==> src/rtl/rick_pkg.sv <==
// Shared definitions for the instruction cache.
//   ICACHE_INDEX_BITS : default log2 of line count
//   ADDR_W / WORD_W   : address and instruction word widths
//   icache_state_e    : miss-handling FSM encoding
package rick_pkg;
  localparam int ICACHE_INDEX_BITS = 4;
  localparam int ADDR_W            = 32;
  localparam int WORD_W            = 32;

  typedef enum logic [1:0] {
    ST_IDLE = 2'd0,
    ST_REQ  = 2'd1,
    ST_WAIT = 2'd2
  } icache_state_e;
endpackage

==> src/rtl/icache_array.sv <==
// Direct-mapped storage: one valid bit, one tag and one word per line.
//   clk_in, rst_in        : clock, synchronous active-low valid clear
//   rd_idx, rd_tag        : lookup address (combinational read)
//   rd_hit, rd_data       : lookup result
//   wr_en, wr_idx, wr_tag,
//   wr_data               : line fill (synchronous write, sets valid)
module icache_array
  import rick_pkg::*;
#(
  parameter int IDX_BITS = 4,
  parameter int TAG_W    = 26
) (
  input  logic                clk_in,
  input  logic                rst_in,
  input  logic [IDX_BITS-1:0] rd_idx,
  input  logic [TAG_W-1:0]    rd_tag,
  output logic                rd_hit,
  output logic [WORD_W-1:0]   rd_data,
  input  logic                wr_en,
  input  logic [IDX_BITS-1:0] wr_idx,
  input  logic [TAG_W-1:0]    wr_tag,
  input  logic [WORD_W-1:0]   wr_data
);
  localparam int LINES = 1 << IDX_BITS;

  logic [LINES-1:0] valid_q, valid_d;
  logic [TAG_W-1:0]  tag_q  [LINES];
  logic [TAG_W-1:0]  tag_d  [LINES];
  logic [WORD_W-1:0] data_q [LINES];
  logic [WORD_W-1:0] data_d [LINES];

  assign rd_hit  = valid_q[rd_idx] && (tag_q[rd_idx] == rd_tag);
  assign rd_data = data_q[rd_idx];

  always_comb begin
    valid_d = valid_q;
    tag_d   = tag_q;
    data_d  = data_q;
    if (wr_en) begin
      valid_d[wr_idx] = 1'b1;
      tag_d[wr_idx]   = wr_tag;
      data_d[wr_idx]  = wr_data;
    end
    // Reset wins over a simultaneous fill.
    if (!rst_in) valid_d = '0;
  end

  always_ff @(posedge clk_in) begin
    valid_q <= valid_d;
    tag_q   <= tag_d;
    data_q  <= data_d;
  end
endmodule

==> src/rtl/icache.sv <==
// Blocking single-outstanding-miss instruction cache.
//   clk_in, rst_in, rdy_in            : clock, sync active-low reset, global stall
//   fetch_req/pc/ready/valid/inst     : fetch unit side
//   flush                             : drops any in-flight response
//   icache_in, icache_address_in,
//   icache_received, icache_task_out,
//   value_load                        : memory controller side
module icache #(
  parameter int ICACHE_INDEX_BITS = rick_pkg::ICACHE_INDEX_BITS
) (
  input  logic        clk_in,
  input  logic        rst_in,
  input  logic        rdy_in,
  input  logic        fetch_req,
  input  logic [31:0] fetch_pc,
  output logic        fetch_ready,
  output logic        fetch_valid,
  output logic [31:0] fetch_inst,
  input  logic        flush,
  output logic        icache_in,
  output logic [31:0] icache_address_in,
  input  logic        icache_received,
  input  logic        icache_task_out,
  input  logic [31:0] value_load
);
  import rick_pkg::*;

  localparam int IB    = ICACHE_INDEX_BITS;
  localparam int TAG_W = ADDR_W - IB - 2;

  icache_state_e     state_q, state_d;
  logic              discard_q, discard_d;
  logic              icache_in_q, icache_in_d;
  logic [ADDR_W-1:0] addr_q, addr_d;
  logic              fetch_valid_q, fetch_valid_d;
  logic [WORD_W-1:0] fetch_inst_q, fetch_inst_d;

  logic              hit;
  logic [WORD_W-1:0] hit_data;
  logic              fill_en;

  assign fetch_ready       = (state_q == ST_IDLE) && !flush;
  assign fetch_valid       = fetch_valid_q;
  assign fetch_inst        = fetch_inst_q;
  assign icache_in         = icache_in_q;
  assign icache_address_in = addr_q;

  // The miss address register doubles as the pending pc for the fill.
  icache_array #(.IDX_BITS(IB), .TAG_W(TAG_W)) u_array (
    .clk_in  (clk_in),
    .rst_in  (rst_in),
    .rd_idx  (fetch_pc[IB+1:2]),
    .rd_tag  (fetch_pc[ADDR_W-1:IB+2]),
    .rd_hit  (hit),
    .rd_data (hit_data),
    .wr_en   (fill_en),
    .wr_idx  (addr_q[IB+1:2]),
    .wr_tag  (addr_q[ADDR_W-1:IB+2]),
    .wr_data (value_load)
  );

  always_comb begin
    state_d       = state_q;
    discard_d     = discard_q;
    icache_in_d   = icache_in_q;
    addr_d        = addr_q;
    fetch_valid_d = fetch_valid_q;
    fetch_inst_d  = fetch_inst_q;
    fill_en       = 1'b0;
    // With rdy_in low everything, including a pending pulse, is held.
    if (rdy_in) begin
      fetch_valid_d = 1'b0;
      unique case (state_q)
        ST_IDLE: begin
          discard_d = 1'b0;
          if (fetch_req && fetch_ready) begin
            if (hit) begin
              fetch_valid_d = 1'b1;
              fetch_inst_d  = hit_data;
            end else begin
              state_d     = ST_REQ;
              icache_in_d = 1'b1;
              addr_d      = {fetch_pc[ADDR_W-1:2], 2'b00};
            end
          end
        end
        ST_REQ: begin
          if (flush) discard_d = 1'b1;
          if (icache_received) begin
            icache_in_d = 1'b0;
            state_d     = ST_WAIT;
          end
        end
        ST_WAIT: begin
          if (flush) discard_d = 1'b1;
          if (icache_task_out) begin
            // The fill happens even for a flushed miss; only the reply is dropped.
            fill_en   = 1'b1;
            state_d   = ST_IDLE;
            discard_d = 1'b0;
            if (!discard_q && !flush) begin
              fetch_valid_d = 1'b1;
              fetch_inst_d  = value_load;
            end
          end
        end
        default: begin
          state_d     = ST_IDLE;
          icache_in_d = 1'b0;
        end
      endcase
    end
  end

  always_ff @(posedge clk_in) begin
    if (!rst_in) begin
      state_q       <= ST_IDLE;
      discard_q     <= 1'b0;
      icache_in_q   <= 1'b0;
      addr_q        <= '0;
      fetch_valid_q <= 1'b0;
      fetch_inst_q  <= '0;
    end else begin
      state_q       <= state_d;
      discard_q     <= discard_d;
      icache_in_q   <= icache_in_d;
      addr_q        <= addr_d;
      fetch_valid_q <= fetch_valid_d;
      fetch_inst_q  <= fetch_inst_d;
    end
  end
endmodule

==> config.mk <==
export PLATFORM = sky130hd
export DESIGN_NAME = icache
export DESIGN_NICKNAME = d
export VERILOG_FILES = /design/src/rtl/rick_pkg.sv /design/src/rtl/icache_array.sv /design/src/rtl/icache.sv
export SDC_FILE = /design/constraint.sdc
export NUM_CORES = 1
export LEC_CHECK = 0
export CAP_MARGIN = 20
export CORE_MARGIN = 3
export CORE_UTILIZATION = 55
export DETAILED_ROUTE_END_ITERATION = 8
export PLACE_DENSITY = 0.73
export SYNTH_ARGS = -nofsm -noshare
export SYNTH_HDL_FRONTEND = slang
export SYNTH_HIERARCHICAL = 1
export SYNTH_SLANG_ARGS = --single-unit
==> constraint.sdc <==
create_clock -name clk_in -period 7.1 [get_ports clk_in]
set_clock_uncertainty 0.2 [all_clocks]
set_input_delay 1.42 -clock clk_in [delete_from_list [all_inputs] [get_ports clk_in]]
set_output_delay 1.42 -clock clk_in [all_outputs]
set_load 0.03 [all_outputs]
# Word level (Yosys, flattened, before mapping)
# Cells that the tools add are included.
[word_totals] reg_bits=1011 latch_bits=0 mem_bits_rw=0 rom_bits=0 inputBits=71 output_inout_bits=67 elab_cells=116 n_memories=0
[classes] add_sub_neg=0 multipliers=0 n_div=0 n_lt_le_gt_ge=6 eq_ne=9 shifts=0 n_mux=41 n_bitwise=5 reduce_logical=16
[op_table] operator="512-bit bitwise mux" n=1
[op_table] operator="416-bit bitwise mux" n=1
[op_table] operator="32-bit two-way mux" n=7
[op_table] operator="32-bit binary-select mux with 4-bit select" n=1
[op_table] operator="32-bit demux with 4-bit select" n=1
[op_table] operator="26-bit binary-select mux with 4-bit select" n=1
[op_table] operator="26-bit demux with 4-bit select" n=1
[op_table] operator="26-bit two-way mux" n=3
[op_table] operator="32-bit case mux with 2 select lines" n=1
[op_table] operator="26-bit equality test" n=1
[op_table] operator="16-bit bitwise OR" n=1
[op_table] operator="1-bit two-way mux" n=14
[op_table] operator="5-bit greater-or-equal comparator (second input constant)" n=2
[op_table] operator="4-bit by 5-bit < comparator with 1-bit output (second input constant)" n=2
[op_table] operator="2-bit inequality test (second input constant)" n=5
[op_table] operator="4-bit inverter with 5-bit output" n=2
[op_table] operator="5-bit AND reduction" n=2
[op_table] operator="2-bit two-way mux" n=4
[op_table] operator="1-bit logical AND" n=6
[op_table] operator="1-bit case mux with 3 select lines" n=2
[op_table] operator="2-bit case mux with 3 select lines" n=1
[op_table] operator="6-bit AND reduction" n=1
[op_table] operator="5-bit by 1-bit < comparator with 1-bit output (second input constant)" n=1
[op_table] operator="1-bit binary-select mux with 4-bit select" n=1
[op_table] operator="other kinds (13)" n=15

# Longest topological paths before layout
[logic_depth] word_depth=9 mapped_depth=16 depth_no_buf=11

# By module
# Netlist, hierarchy kept.
[modules_own_cells] module="icache_array" instances=1 cells_per_inst=1578 area_per_inst_um2=36428.7 seq_area_each_um2=28187.0
[modules_own_cells] module="icache" instances=1 cells_per_inst=320 area_per_inst_um2=3041.7 seq_area_each_um2=1341.3

# Least setup slack after synthesis
# Ideal clock, no wire load.
[synth_path] path_type="input-to-reg" from="in icache_task_out" to="reg u_array/data_q[480] (netlist bit), enable pin" arrival_time_ps=6113 t_required_ps=6352 slack_ps=240 stages=3 path_cell_list="and3_1 -> or3b_2 -> nor3_1"
[synth_via] elab_chain_len=3
[synth_lines] item="start: declaration" line_no="icache.sv:23" text="input logic icache_task_out,"
[synth_lines] item="1-bit two-way mux" line_no="icache.sv:96" text="if (icache_task_out) begin"
[synth_lines] item="1-bit two-way mux" line_no="icache.sv:73" text="unique case (state_q)"
[synth_lines] item="1-bit two-way mux" line_no="icache.sv:71" text="if (rdy_in) begin"
[synth_lines] item="end signal: assignment" line_no="icache_array.sv:51" text="data_q <= data_d;"
[synth_lines] item="end: declaration" line_no="icache_array.sv:29" text="logic [WORD_W-1:0] data_q [LINES];"
# Every way passes these cells.
# A chain may end at the register's enable or synchronous reset.

# Final worst setup path
[layout_path] from="in fetch_pc[5]" to="reg fetch_inst_q[2], in the netlist fetch_inst[2]"
[layout_via] elab_chain_len=8
[layout_lines] item="start: declaration" line_no="icache.sv:15" text="input logic [31:0] fetch_pc,"
[layout_lines] item="4-bit inverter with 5-bit output (implied by the code)" line_no="icache_array.sv:32" text="assign rd_hit = valid_q[rd_idx] && (tag_q[rd_idx] == rd_tag);"
[layout_lines] item="26-bit binary-select mux with 4-bit select" line_no="icache_array.sv:32"
[layout_lines] item="26-bit two-way mux (implied by the code) (2 in a row)" line_no="icache_array.sv:32"
[layout_lines] item="26-bit equality test" line_no="icache_array.sv:32"
[layout_lines] item="1-bit logical AND *" line_no="icache_array.sv:32"
[layout_lines] item="named net hit" line_no="icache.sv:38" text="logic hit;"
[layout_lines] item="2-bit inequality test (no source line) *"
[layout_lines] item="6-bit AND reduction (no source line) *"
[layout_lines] item="end signal: assignment" line_no="icache.sv:129" text="fetch_inst_q <= fetch_inst_d;"
[layout_lines] item="end: declaration" line_no="icache.sv:36" text="logic [WORD_W-1:0] fetch_inst_q, fetch_inst_d;"
# The timed path passes the listed nets; every way through them passes the cells marked *. The select of a mux whose other input is x is not followed.

==> results.py <==
metrics = {
    "floorplanning": {
        "io_pins": 138,
        "fp.dieW_um": 273.9,
        "die_area_sq_um": 75020,
        "rows": 97,
        "initial_core_util": 0.5598,
        "core_area_sq_um": 70510,
        "die_h_um": 273.9,
    },
    "timing": {
        "hold_viol_final": 0,
        "tns_ps": 0,
        "min_period_over_period": 0.7752,
        "slew_headroom": 0.3334,
        "max_freq_mhz": 181.7,
        "final.min_clock_period_ps": 5504,
        "maxSlewViolCount": 0,
        "worstMarginPinSlew_ps": 997.5,
        "rsz0062_at_grt": "false",
        "setup_ws_ps": 1596,
        "setup_viol": 0,
    },
    "run": {
        "maxCapViolations": 0,
    },
    "yosys": {
        "postSynthAreaPerCell_sq_um": 20.80,
        "synth_common_cells": "928 x edfxtp_1, 248 x mux4_2, 122 x nand2_1, 95 x mux2i_1, 83 x dfxtp_1",
        "yosys_most_used_dff": "edfxtp_1",
        "synth-async-reset-ratio": 0,
        "synthCells": 1898,
        "synth_edf_count": 928,
        "syn-cell-area_sq_um": 39470,
        "synth_area_leader_cell": "edfxtp_1",
        "synth_area_leaders": "edfxtp_1 71%, mux4_2 14%, dfxtp_1 4.2%",
        "yosysSeqAreaShare": 0.7481,
        "synth_top_area_frac": 0.7060,
        "yosysMostFrequentCell": "edfxtp_1",
        "yosys.cell_types.count": 70,
        "yosys_warnings": 6,
        "synth-seq-cells": 1011,
    },
    "placed_design": {
        "portBuffers": 133,
        "dpl.cell_count": 2926,
        "gp_congestion": 0.8933,
        "pre_cts_ws_ps": 1054,
        "place_hpwl_mm": 49.90,
    },
    "finish": {
        "fill_cells": 4592,
        "synthToLayoutAreaGrowth_pct": 14.68,
        "fin_nets": 2165,
        "layoutNonFillerInstCount": 3113,
        "drive_gt1_frac": 0.2230,
    },
    "critical_path": {
        "max_stage_delay_ps": 870,
        "critical_path.cell_chain": "clkdlybuf4s50_1 -> clkinv_2 -> buf_4 -> mux4_2 -> xnor2_1 -> o2111a_1 -> o2111a_1 -> nand3b_1 -> a221oi_4 -> buf_4 -> nand2_1 -> o211a_1",
        "cp.arrival_ps": 5830,
        "reg2reg_slack_ps": 2800,
        "critPathKind": "input pin to register",
        "crit_required_ps": 7430,
        "path_max_fanout": 36,
        "cp_slowest_cell": "clkdlybuf4s50_1",
        "endpoint_kind": "register",
        "cp-start-kind": "input pin",
    },
    "global_route": {
        "overflow": 0,
        "antenna_found_initial": 4,
        "grt_max_degree": 62,
        "grt_first_pass_wirelength_mm": 134.3,
        "grt_pass1_vias": 20580,
        "grt.total_usage": 0.2460,
    },
    "clock_tree": {
        "ctsHoldBuffers": 0,
        "cts.reportedPaths.clkPinSlew_ps": 60,
        "cts_made_buffers": 99,
        "clkLatencyLatePin_ps": 650,
        "cts.sinks": 1011,
        "cts_resized": 0,
        "cts_buffer_depth": 3,
        "htreeDepth": 3,
        "cts_tree": "built",
        "clock_tree.root_cell": "clkbuf_16",
        "cts_setup_buffers": 0,
    },
    "pwr": {
        "ir_drop_mv": 0.2224,
        "p_leak_uw": 0.01485,
        "powerDensity_nw_per_um2": 271.5,
    },
    "routing": {
        "first_pass_iters": 5,
        "ant_nets": 0,
        "via_per_inst": 6.415,
        "first_iter_violations": 2067,
        "wl_per_cell_um": 29.19,
        "drc": 0,
        "vias": 19970,
        "routed_wl_mm": 90.86,
    },
    "hold_path": {
        "hold_class": "register to register",
    },
    "run_status": {
        "status": "finished, final reports clean",
    },
}
## cell usage in the layout, fill, tap and decap left out, types with 16 or more instances in the layout
cell / n
a21boi_1: 30
mux4_2: 248
clkdlybuf4s50_1: 129
inv_1: 16
clkbuf_16: 101
edfxtp_1: 928
clkbuf_1: 36
o21a_1: 16
o211a_1: 32
dfxtp_1: 83
nor2_1: 18
nand2_1: 122
buf_4: 43
mux2i_1: 95
## layer usage
metal	vias up	GRT usage	part of all wire
li1	8225	-	-
met1	10560	0.3497	0.40
met2	1007	0.3911	0.49
met3	178	0.04856	0.088
met4	4	0.07782	0.025
met5	-	0	0.00025
## stage by stage
step | hold WS, ps | area (sq um) | power, uW | utilization
5_1_grt | 280.2 | 45260 | 12650 | 0.6418
3_5_place_dp | 253.0 | 42070 | 7338 | 0.5966
3_3_place_gp | 242.4 | 42070 | 7319 | 0.5966
2_1_floorplan | 235.4 | 39470 | 7077 | -
4_1_cts | 267.0 | 45230 | 12380 | 0.6414
6_report | 265.5 | 45270 | 12290 | 0.6419
## sequential cells by signal (all words and copies together) (netlist names)
| name | flops |
|---|---|
| fetch_inst | 32 |
| fetch_valid | 1 |
| state_q | 2 |
| icache_in | 1 |
| icache_address_in | 30 |
| u_array/valid_q | 16 |
| discard_q | 1 |
| u_array/data_q | 512 |
| u_array/tag_q | 416 |
## power breakdown
part	internal (uW)	switching (uW)	total [uW]	leakage [uW]
combinational	296	377	674	0.00412
sequential	6500	35.8	6540	0.00919
clock	2950	2120	5070	0.00154
## kinds of logic after synthesis
logic type / after synthesis / share of synthesized area
fa+ha+maj: 6 / 0.001902
simple gates: 214 / 0.02435
compound gates: 171 / 0.03471
other cells: 1 / 0.00009501
flops: 1011 / 0.7481
buf+inv: 118 / 0.01712
mux: 352 / 0.1682
xor+xnor: 25 / 0.005547
## worst paths after layout
| check | cells past startpoint | to | startpoint |
|---|---|---|---|
| min reg2reg | 1 | u_array/valid_q[7] | u_array/valid_q[7] |
| max reg2reg | 7 | u_array/tag_q[191] | state_q[0] |
| min | 1 | u_array/valid_q[7] | u_array/valid_q[7] |
| max | 12 | fetch_inst[2] | fetch_pc[5] |
## layout make-up
type | instances | area (sq um) | share of cell area
flip-flops and latches | 1011 | 29530 | 0.6523
multi-input cells | 770 | 9389 | 0.2074
clock buffers | 147 | 2800 | 0.06186
repair buffers | 188 | 1931 | 0.04265
well taps | 940 | 1176 | 0.02598
clock inverters | 36 | 365.4 | 0.008071
inverters | 18 | 68.82 | 0.001520
diodes | 3 | 7.507 | 0.0001658
## worst max-delay path: cells and delay by family
family	cells	cell delay, ps
buffers and inverters	4	1960
AO/OA/AOI/OAI	4	1190
XOR/XNOR	1	440
multiplexers	1	430
AND/OR/NAND/NOR	2	340
No activity file was read; power rests on OpenSTA's default activity.
